--- src/rtl/riscv_pkg.sv ---
// rtl/riscv_pkg.sv - RV32I opcode constants and immediate format codes shared by decode logic
package riscv_pkg;

    // Major opcodes, instr[6:0]
    localparam logic [6:0] OPC_LOAD     = 7'b0000011;
    localparam logic [6:0] OPC_MISC_MEM = 7'b0001111;
    localparam logic [6:0] OPC_OP_IMM   = 7'b0010011;
    localparam logic [6:0] OPC_AUIPC    = 7'b0010111;
    localparam logic [6:0] OPC_STORE    = 7'b0100011;
    localparam logic [6:0] OPC_OP       = 7'b0110011;
    localparam logic [6:0] OPC_LUI      = 7'b0110111;
    localparam logic [6:0] OPC_BRANCH   = 7'b1100011;
    localparam logic [6:0] OPC_JALR     = 7'b1100111;
    localparam logic [6:0] OPC_JAL      = 7'b1101111;
    localparam logic [6:0] OPC_SYSTEM   = 7'b1110011;

    // Immediate format codes; 6 and 7 are never produced
    typedef enum logic [2:0] {
        IMM_NONE = 3'd0,
        IMM_I    = 3'd1,
        IMM_S    = 3'd2,
        IMM_B    = 3'd3,
        IMM_U    = 3'd4,
        IMM_J    = 3'd5
    } imm_fmt_e;

endpackage

--- src/rtl/imm_fmt_decode.sv ---
// rtl/imm_fmt_decode.sv - maps a 7-bit major opcode to its immediate format
module imm_fmt_decode
    import riscv_pkg::*;
(
    input  logic [6:0] opcode_i,
    output imm_fmt_e   fmt_o
);

    // Opcode lookup; funct fields never influence the format
    always_comb begin
        fmt_o = IMM_NONE;
        case (opcode_i)
            OPC_LOAD,
            OPC_MISC_MEM,
            OPC_OP_IMM,
            OPC_JALR,
            OPC_SYSTEM:   fmt_o = IMM_I;
            OPC_STORE:    fmt_o = IMM_S;
            OPC_BRANCH:   fmt_o = IMM_B;
            OPC_LUI,
            OPC_AUIPC:    fmt_o = IMM_U;
            OPC_JAL:      fmt_o = IMM_J;
            default:      fmt_o = IMM_NONE;
        endcase
    end

endmodule

--- src/rtl/riscv_imm_gen.sv ---
// rtl/riscv_imm_gen.sv - RV32I immediate generator with sticky no-immediate flag; IMM_GEN_OUT_REG_EN registers the outputs
module riscv_imm_gen
    import riscv_pkg::*;
(
    input  logic        clk,
    input  logic        rst,
    input  logic [31:0] instr,
    input  logic        instr_valid,
    output logic [31:0] imm_out,
    output logic [2:0]  imm_fmt,
    output logic        no_imm,
    output logic        err_sticky
);

    imm_fmt_e    fmt_c;
    logic [31:0] imm_c;
    logic        no_imm_c;
    logic        err_set;
    logic        err_sticky_q;
    logic        err_sticky_d;

    imm_fmt_decode u_fmt_decode (
        .opcode_i (instr[6:0]),
        .fmt_o    (fmt_c)
    );

    assign no_imm_c = (fmt_c == IMM_NONE);

    // Assemble the immediate; the sign always comes from instr[31]
    always_comb begin
        imm_c = 32'd0;
        case (fmt_c)
            IMM_I:   imm_c = {{20{instr[31]}}, instr[31:20]};
            IMM_S:   imm_c = {{20{instr[31]}}, instr[31:25], instr[11:7]};
            IMM_B:   imm_c = {{19{instr[31]}}, instr[31], instr[7], instr[30:25], instr[11:8], 1'b0};
            IMM_U:   imm_c = {instr[31:12], 12'd0};
            IMM_J:   imm_c = {{11{instr[31]}}, instr[31], instr[19:12], instr[20], instr[30:21], 1'b0};
            default: imm_c = 32'd0;
        endcase
    end

`ifdef IMM_GEN_OUT_REG_EN
    logic [31:0] imm_q;
    logic [2:0]  fmt_q;
    logic        no_imm_q;
    logic        valid_q;

    // Output pipeline stage; valid is delayed alongside so the sticky flag sees aligned data
    always_ff @(posedge clk) begin
        if (rst) begin
            imm_q    <= 32'd0;
            fmt_q    <= 3'd0;
            no_imm_q <= 1'b0;
            valid_q  <= 1'b0;
        end else begin
            imm_q    <= imm_c;
            fmt_q    <= fmt_c;
            no_imm_q <= no_imm_c;
            valid_q  <= instr_valid;
        end
    end

    assign imm_out = imm_q;
    assign imm_fmt = fmt_q;
    assign no_imm  = no_imm_q;
    assign err_set = valid_q & no_imm_q;
`else
    assign imm_out = imm_c;
    assign imm_fmt = fmt_c;
    assign no_imm  = no_imm_c;
    assign err_set = instr_valid & no_imm_c;
`endif

    assign err_sticky_d = err_sticky_q | err_set;

    // Sticky error flag; reset wins over a same-cycle set
    always_ff @(posedge clk) begin
        if (rst) begin
            err_sticky_q <= 1'b0;
        end else begin
            err_sticky_q <= err_sticky_d;
        end
    end

    assign err_sticky = err_sticky_q;

endmodule

--- config.mk ---
export PLATFORM = sky130hd
export DESIGN_NAME = riscv_imm_gen
export DESIGN_NICKNAME = d
export VERILOG_FILES = /design/src/rtl/riscv_pkg.sv /design/src/rtl/imm_fmt_decode.sv /design/src/rtl/riscv_imm_gen.sv
export SDC_FILE = /design/constraint.sdc
export NUM_CORES = 1
export LEC_CHECK = 0
export BUFFER_PORTS_ARGS = -buffer_cell sky130_fd_sc_hd__clkbuf_2
export CORE_MARGIN = 4
export CORE_UTILIZATION = 37
export DETAILED_ROUTE_END_ITERATION = 7
export PLACE_DENSITY = 0.91
export SLEW_MARGIN = 5
export SYNTH_ARGS = -nofsm -noshare
export SYNTH_HDL_FRONTEND = slang
export SYNTH_SLANG_ARGS = --single-unit
export TNS_END_PERCENT = 50
--- constraint.sdc ---
create_clock -name clk -period 2.43 [get_ports clk]
set_input_delay 0.1215 -clock clk [delete_from_list [all_inputs] [get_ports clk]]
set_output_delay 0.1215 -clock clk [all_outputs]
set_load 0.05 [all_outputs]
After elaboration in Yosys (flattened, before gate mapping)
Cells that the tools add are included.
{"block": "classes", "n_reduce_logical": 3, "muxes": 2, "n_bitwise": 2, "eq_ne": 15}
{"cell": "32-bit case mux with 5 select lines", "n": 1}
{"cell": "7-bit equality test (second input constant)", "n": 4}
{"cell": "3-bit case mux with 5 select lines", "n": 1}
{"cell": "7-bit by 5-bit equality test with 1-bit output (second input constant)", "n": 2}
{"cell": "7-bit by 6-bit equality test with 1-bit output (second input constant)", "n": 2}
{"cell": "7-bit by 2-bit equality test with 1-bit output (second input constant)", "n": 1}
{"cell": "7-bit by 4-bit equality test with 1-bit output (second input constant)", "n": 1}
{"cell": "3-bit by 2-bit equality test with 1-bit output (second input constant)", "n": 2}
{"cell": "3-bit equality test (second input constant)", "n": 2}
{"cell": "5-bit OR reduction", "n": 1}
{"cell": "3-bit by 1-bit equality test with 1-bit output (second input constant)", "n": 1}
{"cell": "3-bit zero test", "n": 1}
{"cell": "2-bit OR reduction", "n": 1}
{"cell": "1-bit bitwise AND", "n": 1}
{"cell": "1-bit OR", "n": 1}
{"block": "totals", "inputBits": 35, "regBits": 1, "out_inout_bits": 37, "elab_cells": 23}

Logic depth before layout (Yosys ltp)
Gate-level depths: netlist of the first run.
{"block": "logic_depth", "ltp_word": 6, "depth_mapped": 6, "ltp_nobuf": 5}

Modules after synthesis
Synthesis of the first run repeated with hierarchy kept, for this count alone.
{"block": "unflattened", "cells_unflattened": 70, "hier_area_um2": 536.8}
{"mod": "riscv_imm_gen", "area_per_inst_um2": 449.2, "cells_each": 59, "seq_area_each_um2": 20.0, "instances": 1}
{"mod": "imm_fmt_decode", "area_per_inst_um2": 87.6, "cells_each": 11, "seq_area_each_um2": 0.0, "instances": 1}

Worst setup path before layout of the first run
OpenSTA, ideal clock, no wires.
{"block": "synth_timing", "path_type": "input -> output", "startpoint": "input instr[5]", "endpoint": "output imm_out[11]", "n_path_buf": 1, "stages": 6, "arrival_time_ns": 1.814, "required_time_ns": 2.309, "slack_ns": 0.495, "path_cell_list": "buf_4 > nor2b_1 > nand3_1 > inv_2 > a221oi_1 > o22ai_1"}
{"block": "synth_via", "elab_chain_len": 5, "word_cells_on_any_way": 19, "classes_between": "eq/ne: 15; mux: 2; reduce/logical: 2"}
{"element": "start: declaration", "line": "riscv_imm_gen.sv:7", "text": "input logic [31:0] instr,"}
{"element": "7-bit by 2-bit equality test with 1-bit output (tied with other cells)", "line": "imm_fmt_decode.sv:12", "text": "case (opcode_i)"}
{"element": "5-bit OR reduction or 2-bit OR reduction (tied branches)", "line": "imm_fmt_decode.sv:12"}
{"element": "3-bit case mux with 5 select lines *", "line": "imm_fmt_decode.sv:12"}
{"element": "via imm_fmt[1]", "line": "riscv_imm_gen.sv:10", "text": "output logic [2:0] imm_fmt,"}
{"element": "3-bit equality test (tied with other cells)", "line": "riscv_imm_gen.sv:32", "text": "case (fmt_c)"}
{"element": "32-bit case mux with 5 select lines *", "line": "riscv_imm_gen.sv:32"}
{"element": "end: declaration", "line": "riscv_imm_gen.sv:9", "text": "output logic [31:0] imm_out,"}
Mark *: on every way through the listed nets, which the timed path passes. The rest lies on a longest branch.

Worst setup path in the final report of the first run
{"block": "layout_timing", "startpoint": "input instr[2]", "endpoint": "output imm_out[9]"}
{"block": "layout_via", "elab_chain_len": 5, "word_cells_on_any_way": 19, "classes_between": "eq/ne: 15; mux: 2; reduce/logical: 2"}
{"element": "7-bit by 2-bit equality test with 1-bit output (tied with other cells)", "line": "imm_fmt_decode.sv:12"}
{"element": "5-bit OR reduction or 2-bit OR reduction (tied branches)", "line": "imm_fmt_decode.sv:12"}
{"element": "3-bit case mux with 5 select lines *", "line": "imm_fmt_decode.sv:12"}
{"element": "3-bit equality test (tied with other cells)", "line": "riscv_imm_gen.sv:32"}
{"element": "32-bit case mux with 5 select lines *", "line": "riscv_imm_gen.sv:32"}
Mark *: on every way between the ends. The rest lies on a longest branch, timed or not.

==> reports/metrics.yaml, run 1 <==
run_status:
  status: "finished clean"
timing:
  max_freq_mhz: 586
  setup_tns_ns: 0
  period_share_pct: 70.2
  hold_slack_ns: 0.451
  maxSlewViolCount: 0
  grt_setup_unrepaired: "no"
  setup_viol: 0
  tightest_slew_ns: 0.599
  fin_crit_ns: 1.71
  hold_viol: 0
  timing.slew.headroom_pct: 59.9
  skew_ns: 0
  fin_ws_ns: 0.724
worst_setup_path:
  cp.buffers_inverters: 2
  worstPathRequired_ns: 2.31
  critPathArrivalTime_ns: 1.58
  crit_type: "in2out"
  path_delay_family: "compound AO/OA/AOI/OAI gates"
  path_cells: "clkbuf_2, nor2_2, o211ai_2, a31oi_1, and2_1, clkbuf_2"
  critPathLaunchType: "primary input"
  cp_slowest_cell: "a31oi_1"
  path_max_fanout: 12
  endpoint_kind: "output pin"
  crit_top_cell: "clkbuf_2"
  max_stage_delay_ns: 0.33
global_route:
  groute.usage.overall_pct: 18.9
  antenna_found_initial: 0
  grt_pass1_wl_um: 4020
  grt_max_degree: 13
  grt_overflow: 0
  grt_pass1_vias: 910
cells_and_area:
  layout_commonest_cell: "clkbuf_2"
  nets: 202
  fillers: 172
  layout_common_cells: "71 x clkbuf_2, 20 x a21o_1, 18 x nand2_1"
  drive_above_1_share_pct: 47.3
  area_delta_synth_final_pct: 51.1
  largest_register_ffs: 1
  antennaDiodeCount: 0
floorplanning:
  die_area_um2: 2530
  chipHeight_um: 50.3
  core_area_um2: 1710
  ios: 72
  rows: 15
  start_util_pct: 38.7
  fp.dieW_um: 50.3
detailed_routing:
  postRouteAntennaNets: 0
  drcViolationCount: 0
  vias: 961
  drtIter0Drc: 22
  wirelength_um: 2390
  dr.pass1.iters: 4
  wl_per_cell_um: 12.6
  routed_via_density: 5.06
cts:
  worstSkewPairLatency_ns: 0
  cts_setup_buffers: 0
  holdBufCountCts: 0
  cts_resized: 0
  path_clk_slew_ns: 0
yosys:
  synthTopCellsByArea: "a21o_1 23%, nand2_1 10%, and2_1 6.6%, and3b_1 5.3%, o21ai_1 4.5%"
  synth_ff_type: "dfxtp_1"
  ys_types: 36
  syn_area_per_cell_um2: 6.54
  synth_largest_area_cell: "a21o_1"
  syn_inst: 101
  synthArstFlopShare_pct: 0
  synth-seq-cells: 1
  synth_edf_count: 0
  syn-num-nets: 136
  synth-seq-area-share_pct: 3.03
  ys_warn_count: 0
  syn_area_um2: 661
  yosys.area.top_type_share_pct: 22.7
place:
  place_congestion: 0.812
  dp_slack_ns: 0.755
  portBuffers: 71
  place.detailed.hpwl_um: 2060
pwr:
  vdd_drop_max_uv: 137
  power_density_nw_per_um2: 190
  leakagePower_nw: 0.700
flow_run:
  drv_cap: 0
hold_path:
  min_path_type: "in2reg"
==> routing by layer <==
metal / part of all wire [%] / routed length, µm / track usage, % / up-vias
met5: 0 / 0 / 0 / -
met4: 1.9 / 46 / 3.69 / 0
met3: 4.2 / 100 / 1.19 / 6
met2: 54 / 1290 / 34.1 / 23
met1: 40 / 951 / 24.4 / 432
li1: - / - / - / 500
==> area by class of cell <==
cell class | count | area (µm²) | area share (%)
inverters | 2 | 7.51 | 0.752
multi-input cells | 90 | 577 | 57.8
flip-flops and latches | 1 | 20.0 | 2.01
well taps | 25 | 31.3 | 3.13
repair buffers | 72 | 363 | 36.3
==> worst paths after layout <==
| check | startpoint | to | slack, ns | depth (start not counted) |
|---|---|---|---|---|
| max reg2reg | err_sticky | err_sticky | 1.73 | 3 |
| max | instr[2] | imm_out[9] | 0.72 | 6 |
| min reg2reg | err_sticky | err_sticky | 0.57 | 3 |
| min | rst | err_sticky | 0.45 | 4 |
==> cells by family (layout without fill, tap and decap cells) <==
logic type / after synthesis / in the layout / synth area share (%)
AOI/OAI and AO/OA: 43 / 43 / 49.1
DFF: 1 / 1 / 3.03
xor gates and xnor gates: 1 / 1 / 1.33
buffers and inverters: 10 / 74 / 9.66
and+or+nand+nor: 46 / 46 / 36.9
==> worst register-to-register path: cells and delay by family, from the launching register on <==
family             cells  cell delay [ns]
and+or+nand+nor        2             0.18
AOI/OAI and AO/OA      1             0.11
DFF                    1             0.28
==> report_power, final <==
group	internal (mW)	total, mW	switching (mW)
sequential	0.0190	0.0198	0.000869
combinational	0.0545	0.169	0.115
clock	0	0	0
==> Yosys cell counts, types with 2 or more instances <==
library cell / instances
buf_4: 2
buf_2: 3
a21oi_1: 2
nand2_1: 18
buf_6: 2
nand3_1: 2
a21o_1: 20
a31oi_1: 3
and3b_1: 4
o21ai_1: 6
nor2_1: 5
and2_1: 7
o21a_1: 2
nor2b_1: 3
==> through the flow <==
step | std cells | cell area, µm² | util [%] | power [mW]
floorplan | 101 | 661 | - | 0.139
global placement | 190 | 998 | 58.5 | 0.185
detailed placement | 190 | 998 | 58.5 | 0.188
CTS | 190 | 998 | 58.5 | 0.189
global route | 190 | 998 | 58.5 | 0.202
finish | 190 | 998 | 58.5 | 0.189
Note: power is estimated with default switching activity, not from simulation.
==> run 2: changes to the inputs <==
- CORE_UTILIZATION: 37 -> 31
- PLACE_DENSITY: 0.91 -> 0.81
- clock period: 2.43 -> 1.5 ns (I/O delays scaled with it)
==> run 2 against run 1 <==
- global-route usage down 1.4 points
- first-iteration DRC count down 32%
- flip-flop and latch count unchanged
- final cell count up 4.2%
- critical path type unchanged
- highest routed layer unchanged
==> reports/metrics.yaml, run 2 (synthesis results as in run 1) <==
run_status:
  status: "finished clean"  # unchanged
place:
  dp_slack_ns: -0.0737  # was 0.755 ns
  portBuffers: 71  # unchanged
  place_area_um2: 1070  # was 998 µm²
  place_congestion: 0.819  # was 0.812
  place.detailed.hpwl_um: 2200  # was 2060 µm
  dp_cells: 198  # was 190
floorplanning:
  fp.dieW_um: 54.2  # was 50.3 µm
  ios: 72  # unchanged
  die_area_um2: 2930  # was 2530 µm²
  start_util_pct: 33.0  # was 38.7%
  chipHeight_um: 54.2  # was 50.3 µm
  core_area_um2: 2000  # was 1710 µm²
  rows: 16  # was 15
timing:
  hold_slack_ns: 0.411  # was 0.451 ns
  timing.slew.headroom_pct: 74.8  # was 59.9%
  max_freq_mhz: 679
  fin_ws_ns: 0.0272  # was 0.724 ns
  hold_viol: 0  # unchanged
  tightest_slew_ns: 0.378  # was 0.599 ns
  skew_ns: 0  # unchanged
  fin_crit_ns: 1.47
  maxSlewViolCount: 0  # unchanged
  period_share_pct: 98.2
  setup_viol: 0  # unchanged
pwr:
  leakagePower_nw: 0.742  # was 0.700 nW
  intPower_mw: 0.146  # was 0.0734 mW
  p_sw_mw: 0.208  # was 0.116 mW
  p_clk_share_pct: 0  # about the same
  power_frac_comb_pct: 90.9  # was 89.5%
  vdd_drop_max_uv: 286  # was 137 µV
  power_density_nw_per_um2: 291  # was 190 nW/µm²
  seqPwrFrac_pct: 9.1  # was 10.5%
  swShare_pct: 58.7  # was 61.2%
  power_mw: 0.354  # was 0.189 mW
hold_path:
  hold_path_depth: 4  # unchanged
  min_path_type: "in2reg"  # unchanged
global_route:
  grt_pass1_wl_um: 4080  # was 4020 µm
  use_met2_pct: 31.5  # was 34.1%
  grt_pass1_vias: 929  # was 910
  grt_max_degree: 13  # unchanged
  grt.busiest_layer: "met2"  # unchanged
  use_met1_pct: 23.9  # was 24.4%
  groute.usage.overall_pct: 17.5  # was 18.9%
  use_met3_pct: 0.554  # was 1.19%
  antenna_found_initial: 0  # unchanged
  grt_overflow: 0  # unchanged
detailed_routing:
  vias: 1029  # was 961
  routed_via_density: 5.20  # was 5.06
  dr.pass1.iters: 4  # unchanged
  wl_per_cell_um: 15.2  # was 12.6 µm
  postRouteAntennaNets: 0  # unchanged
  drtIter0Drc: 15  # was 22
  wirelength_um: 3010  # was 2390 µm
  drcViolationCount: 0  # unchanged
cts:
  worstSkewPairLatency_ns: 0  # about the same
  path_clk_slew_ns: 0  # about the same
  holdBufCountCts: 0  # unchanged
cells_and_area:
  finalNonFillerCells: 198  # was 190
  finalInstanceArea_um2: 1210  # was 998 µm²
  largest_register_ffs: 1  # unchanged
  area_delta_synth_final_pct: 83.7  # was 51.1%
  drive_above_1_share_pct: 56.7  # was 47.3%
  nets: 208  # was 202
  antennaDiodeCount: 0  # unchanged
  layout_commonest_cell: "clkbuf_2"  # unchanged
  layout_common_cells: "42 x clkbuf_2, 18 x nand2_1, 15 x clkbuf_4"  # was 71 x clkbuf_2, 20 x a21o_1, 18 x nand2_1
flow_run:
  drv_cap: 0  # unchanged
worst_setup_path:
  crit_type: "in2out"  # unchanged
  reg2reg_depth: 3  # unchanged
  path_max_fanout: 12  # unchanged
  endpoint_kind: "output pin"  # unchanged
  worstPathRequired_ns: 1.42  # was 2.31 ns
  critPathLaunchType: "primary input"  # unchanged
  critPathArrivalTime_ns: 1.40  # was 1.58 ns
-- run 2: changes by cell type in the layout (fill, tap and decap cells not counted), sizes merged --
| cell | delta |
|---|---|
| clkbuf | -14 |
| buf | +20 |
-- run 2: layout make-up --
cell class                 instances  area [µm²]
inverter                           2        7.51
sequential                         1        20.0
fill                             191         788
multi-input combinational         90         653
timing repair buffer              78         499
tap                               27        33.8
-- run 2: worst max-delay path: stages --
cell	delay, ns
buf_2	0.18
nor2_4	0.23
nand2_1	0.15
a31oi_1	0.18
buf_4	0.20
a21o_1	0.13
clkbuf_4	0.24
-- run 2: per-layer routing --
layer	part of all wire (%)	up-vias
li1	-	510
met1	36	476
met2	57	35
met3	3.9	8
met4	3.2	0
met5	0	-
-- run 2: final timing paths --
kind / startpoint / endpoint / slack, ns
worst min-delay path: rst / err_sticky / 0.41
worst min register to register: err_sticky / err_sticky / 0.59
worst max register to register: err_sticky / err_sticky / 0.79
worst max-delay path: instr[2] / imm_out[20] / 0.03
-- run 2: stage by stage --
stage | utilization (%) | TNS (ns)
final | 60.6 | 0
after global routing | 60.6 | -0.737
after CTS | 54.0 | -0.00597
after detailed placement | 53.3 | -0.378
after global placement | 53.3 | 0
after floorplan | - | -0.363
-- run 2: power by group through the flow --
stage | registers, mW | clock network [mW] | logic [mW]
after detailed placement | 0.0323 | 0 | 0.286
after CTS | 0.0323 | 0 | 0.289
after floorplan | 0.0445 | 0 | 0.184
after global placement | 0.0320 | 0 | 0.279
after global routing | 0.0325 | 0 | 0.342
final | 0.0323 | 0 | 0.321
-- run 2: repair_timing --
item,in CTS,in global routing
resized for setup,4,76
setup buffers,0,0
endpoints found under the setup margin,6,34
pin swaps,0,1
gates cloned,0,0
hold endpoints to repair,0,0
==> run 3: changes to the inputs <==
- CAP_MARGIN: unset -> 20
- RECOVER_POWER: unset -> 25
==> run 3 against run 2 <==
- utilization shrank 0.062 points
- register-to-register slack is essentially flat
- combinational power is essentially flat
- worst hold slack is essentially flat
- fmax grew 0.40%
- total power shrank 0.31%
- critical path depth is the same
- clock skew is the same
- via count shrank 0.29%
- worst setup slack gained 0.0058 ns
- sequential share of layout area is essentially flat
- first-iteration DRC count is the same
- critical endpoint unchanged
==> reports/metrics.yaml, run 3 (synthesis results as in run 1) <==
timing:
  fin_crit_ns: 1.47  # about the same
  hold_viol: 0  # unchanged
  skew_ns: 0  # unchanged
  setup_tns_ns: 0  # unchanged
  setup_viol: 0  # unchanged
  maxSlewViolCount: 0  # unchanged
  tightest_slew_ns: 0.593  # was 0.378 ns
  max_freq_mhz: 682  # was 679 MHz
  hold_slack_ns: 0.411  # about the same
  fin_ws_ns: 0.0330  # was 0.0272 ns
  timing.slew.headroom_pct: 60.6  # was 74.8%
  period_share_pct: 97.8  # was 98.2%
pwr:
  intPower_mw: 0.145  # was 0.146 mW
  power_frac_comb_pct: 90.8  # was 90.9%
  p_sw_mw: 0.207  # was 0.208 mW
  seqPwrFrac_pct: 9.2  # was 9.1%
  power_density_nw_per_um2: 291  # about the same
  power_mw: 0.352  # was 0.354 mW
  swShare_pct: 58.9  # was 58.7%
  vdd_drop_max_uv: 283  # was 286 µV
  leakagePower_nw: 0.739  # was 0.742 nW
  p_clk_share_pct: 0  # about the same
floorplanning:
  rows: 16  # unchanged
  ios: 72  # unchanged
  start_util_pct: 33.0  # unchanged
  core_area_um2: 2000  # unchanged
  fp.dieW_um: 54.2  # unchanged
  chipHeight_um: 54.2  # unchanged
  die_area_um2: 2930  # unchanged
worst_setup_path:
  endpoint_kind: "output pin"  # unchanged
  rrSetupSlack_ns: 0.79  # about the same
  path_max_fanout: 12  # unchanged
  crit_type: "in2out"  # unchanged
  cp_slowest_cell: "clkbuf_4"  # unchanged
  worstPathRequired_ns: 1.42  # about the same
  path_cells: "buf_2, nor2_4, nand2_1, a31oi_1, buf_4, a21o_1, clkbuf_4"  # unchanged
  max_stage_delay_ns: 0.24  # about the same
  critPathLaunchType: "primary input"  # unchanged
  critPathArrivalTime_ns: 1.39  # was 1.40 ns
detailed_routing:
  postRouteAntennaNets: 0  # unchanged
  vias: 1026  # was 1029
  routed_via_density: 5.18  # was 5.20
  dr.pass1.iters: 4  # unchanged
  drcViolationCount: 0  # unchanged
  wirelength_um: 3020  # was 3010 µm
  wl_per_cell_um: 15.2  # about the same
  drtIter0Drc: 15  # unchanged
flow_run:
  drv_cap: 0  # unchanged
hold_path:
  min_path_type: "in2reg"  # unchanged
cells_and_area:
  drive_above_1_share_pct: 56.1  # was 56.7%
  fin_util_pct: 60.6  # about the same
  area_delta_synth_final_pct: 83.5  # was 83.7%
  layout_common_cells: "41 x clkbuf_2, 18 x nand2_1, 15 x clkbuf_4"  # was 42 x clkbuf_2, 18 x nand2_1, 15 x clkbuf_4
  finalNonFillerCells: 198  # unchanged
  largest_register_ffs: 1  # unchanged
  finalInstanceArea_um2: 1210  # about the same
  nets: 208  # unchanged
  antennaDiodeCount: 0  # unchanged
  layout_commonest_cell: "clkbuf_2"  # unchanged
run_status:
  status: "finished clean"  # unchanged
cts:
  path_clk_slew_ns: 0  # about the same
  worstSkewPairLatency_ns: 0  # about the same
  holdBufCountCts: 0  # unchanged
global_route:
  groute.usage.overall_pct: 17.5  # unchanged
  grt_pass1_vias: 929  # unchanged
  antenna_found_initial: 0  # unchanged
  grt_overflow: 0  # unchanged
  grt_max_degree: 13  # unchanged
  grt_pass1_wl_um: 4080  # unchanged
place:
  place_congestion: 0.819  # unchanged
  place_area_um2: 1070  # unchanged
  dp_slack_ns: -0.0737  # unchanged
  place.detailed.hpwl_um: 2200  # unchanged
  dp_cells: 198  # unchanged
  portBuffers: 71  # unchanged
run 3: changes by cell type in the layout (fill, tap and decap cells not counted):
cell      change
clkbuf_1      +1
clkbuf_2      -1
run 3: final timing paths:
path | from | to | cells past startpoint
max | instr[2] | imm_out[20] | 7
min | rst | err_sticky | 4
max reg2reg | err_sticky | err_sticky | 3
min reg2reg | err_sticky | err_sticky | 3
run 3: power groups by stage:
stage	registers (mW)	logic [mW]	clock network, mW
final	0.0323	0.320	0
after global routing	0.0325	0.341	0
after CTS	0.0323	0.289	0
after detailed placement	0.0323	0.286	0
after global placement	0.0320	0.279	0
after floorplan	0.0445	0.184	0
run 3: worst max-delay path, delay by kind of cell:
family / cells / cell delay, ns
buffers and inverters: 3 / 0.62
AND/OR/NAND/NOR: 2 / 0.38
AO/OA/AOI/OAI: 2 / 0.31
run 3: timing repair:
item | in CTS | in global routing
buffers inserted | 0 | 0
hold endpoints to repair | 0 | 0
pin swaps | 0 | 1
setup endpoints to repair | 6 | 34
gates resized for setup | 4 | 76
cloned | 0 | 0
run 3: layout make-up:
| class | instances | area (µm²) |
|---|---|---|
| Inverter | 2 | 7.51 |
| Sequential cell | 1 | 20.0 |
| Multi-Input combinational cell | 90 | 653 |
| Timing Repair Buffer | 78 | 498 |
| Fill cell | 192 | 790 |
| Tap cell | 27 | 33.8 |
run 3: metal layers:
layer | routed length, µm | up-vias | global-route usage (%)
met4 | 95 | 0 | 1.24
met3 | 104 | 8 | 0.554
met1 | 1090 | 477 | 23.9
met5 | 0 | - | 0
li1 | - | 510 | -
met2 | 1720 | 31 | 31.5
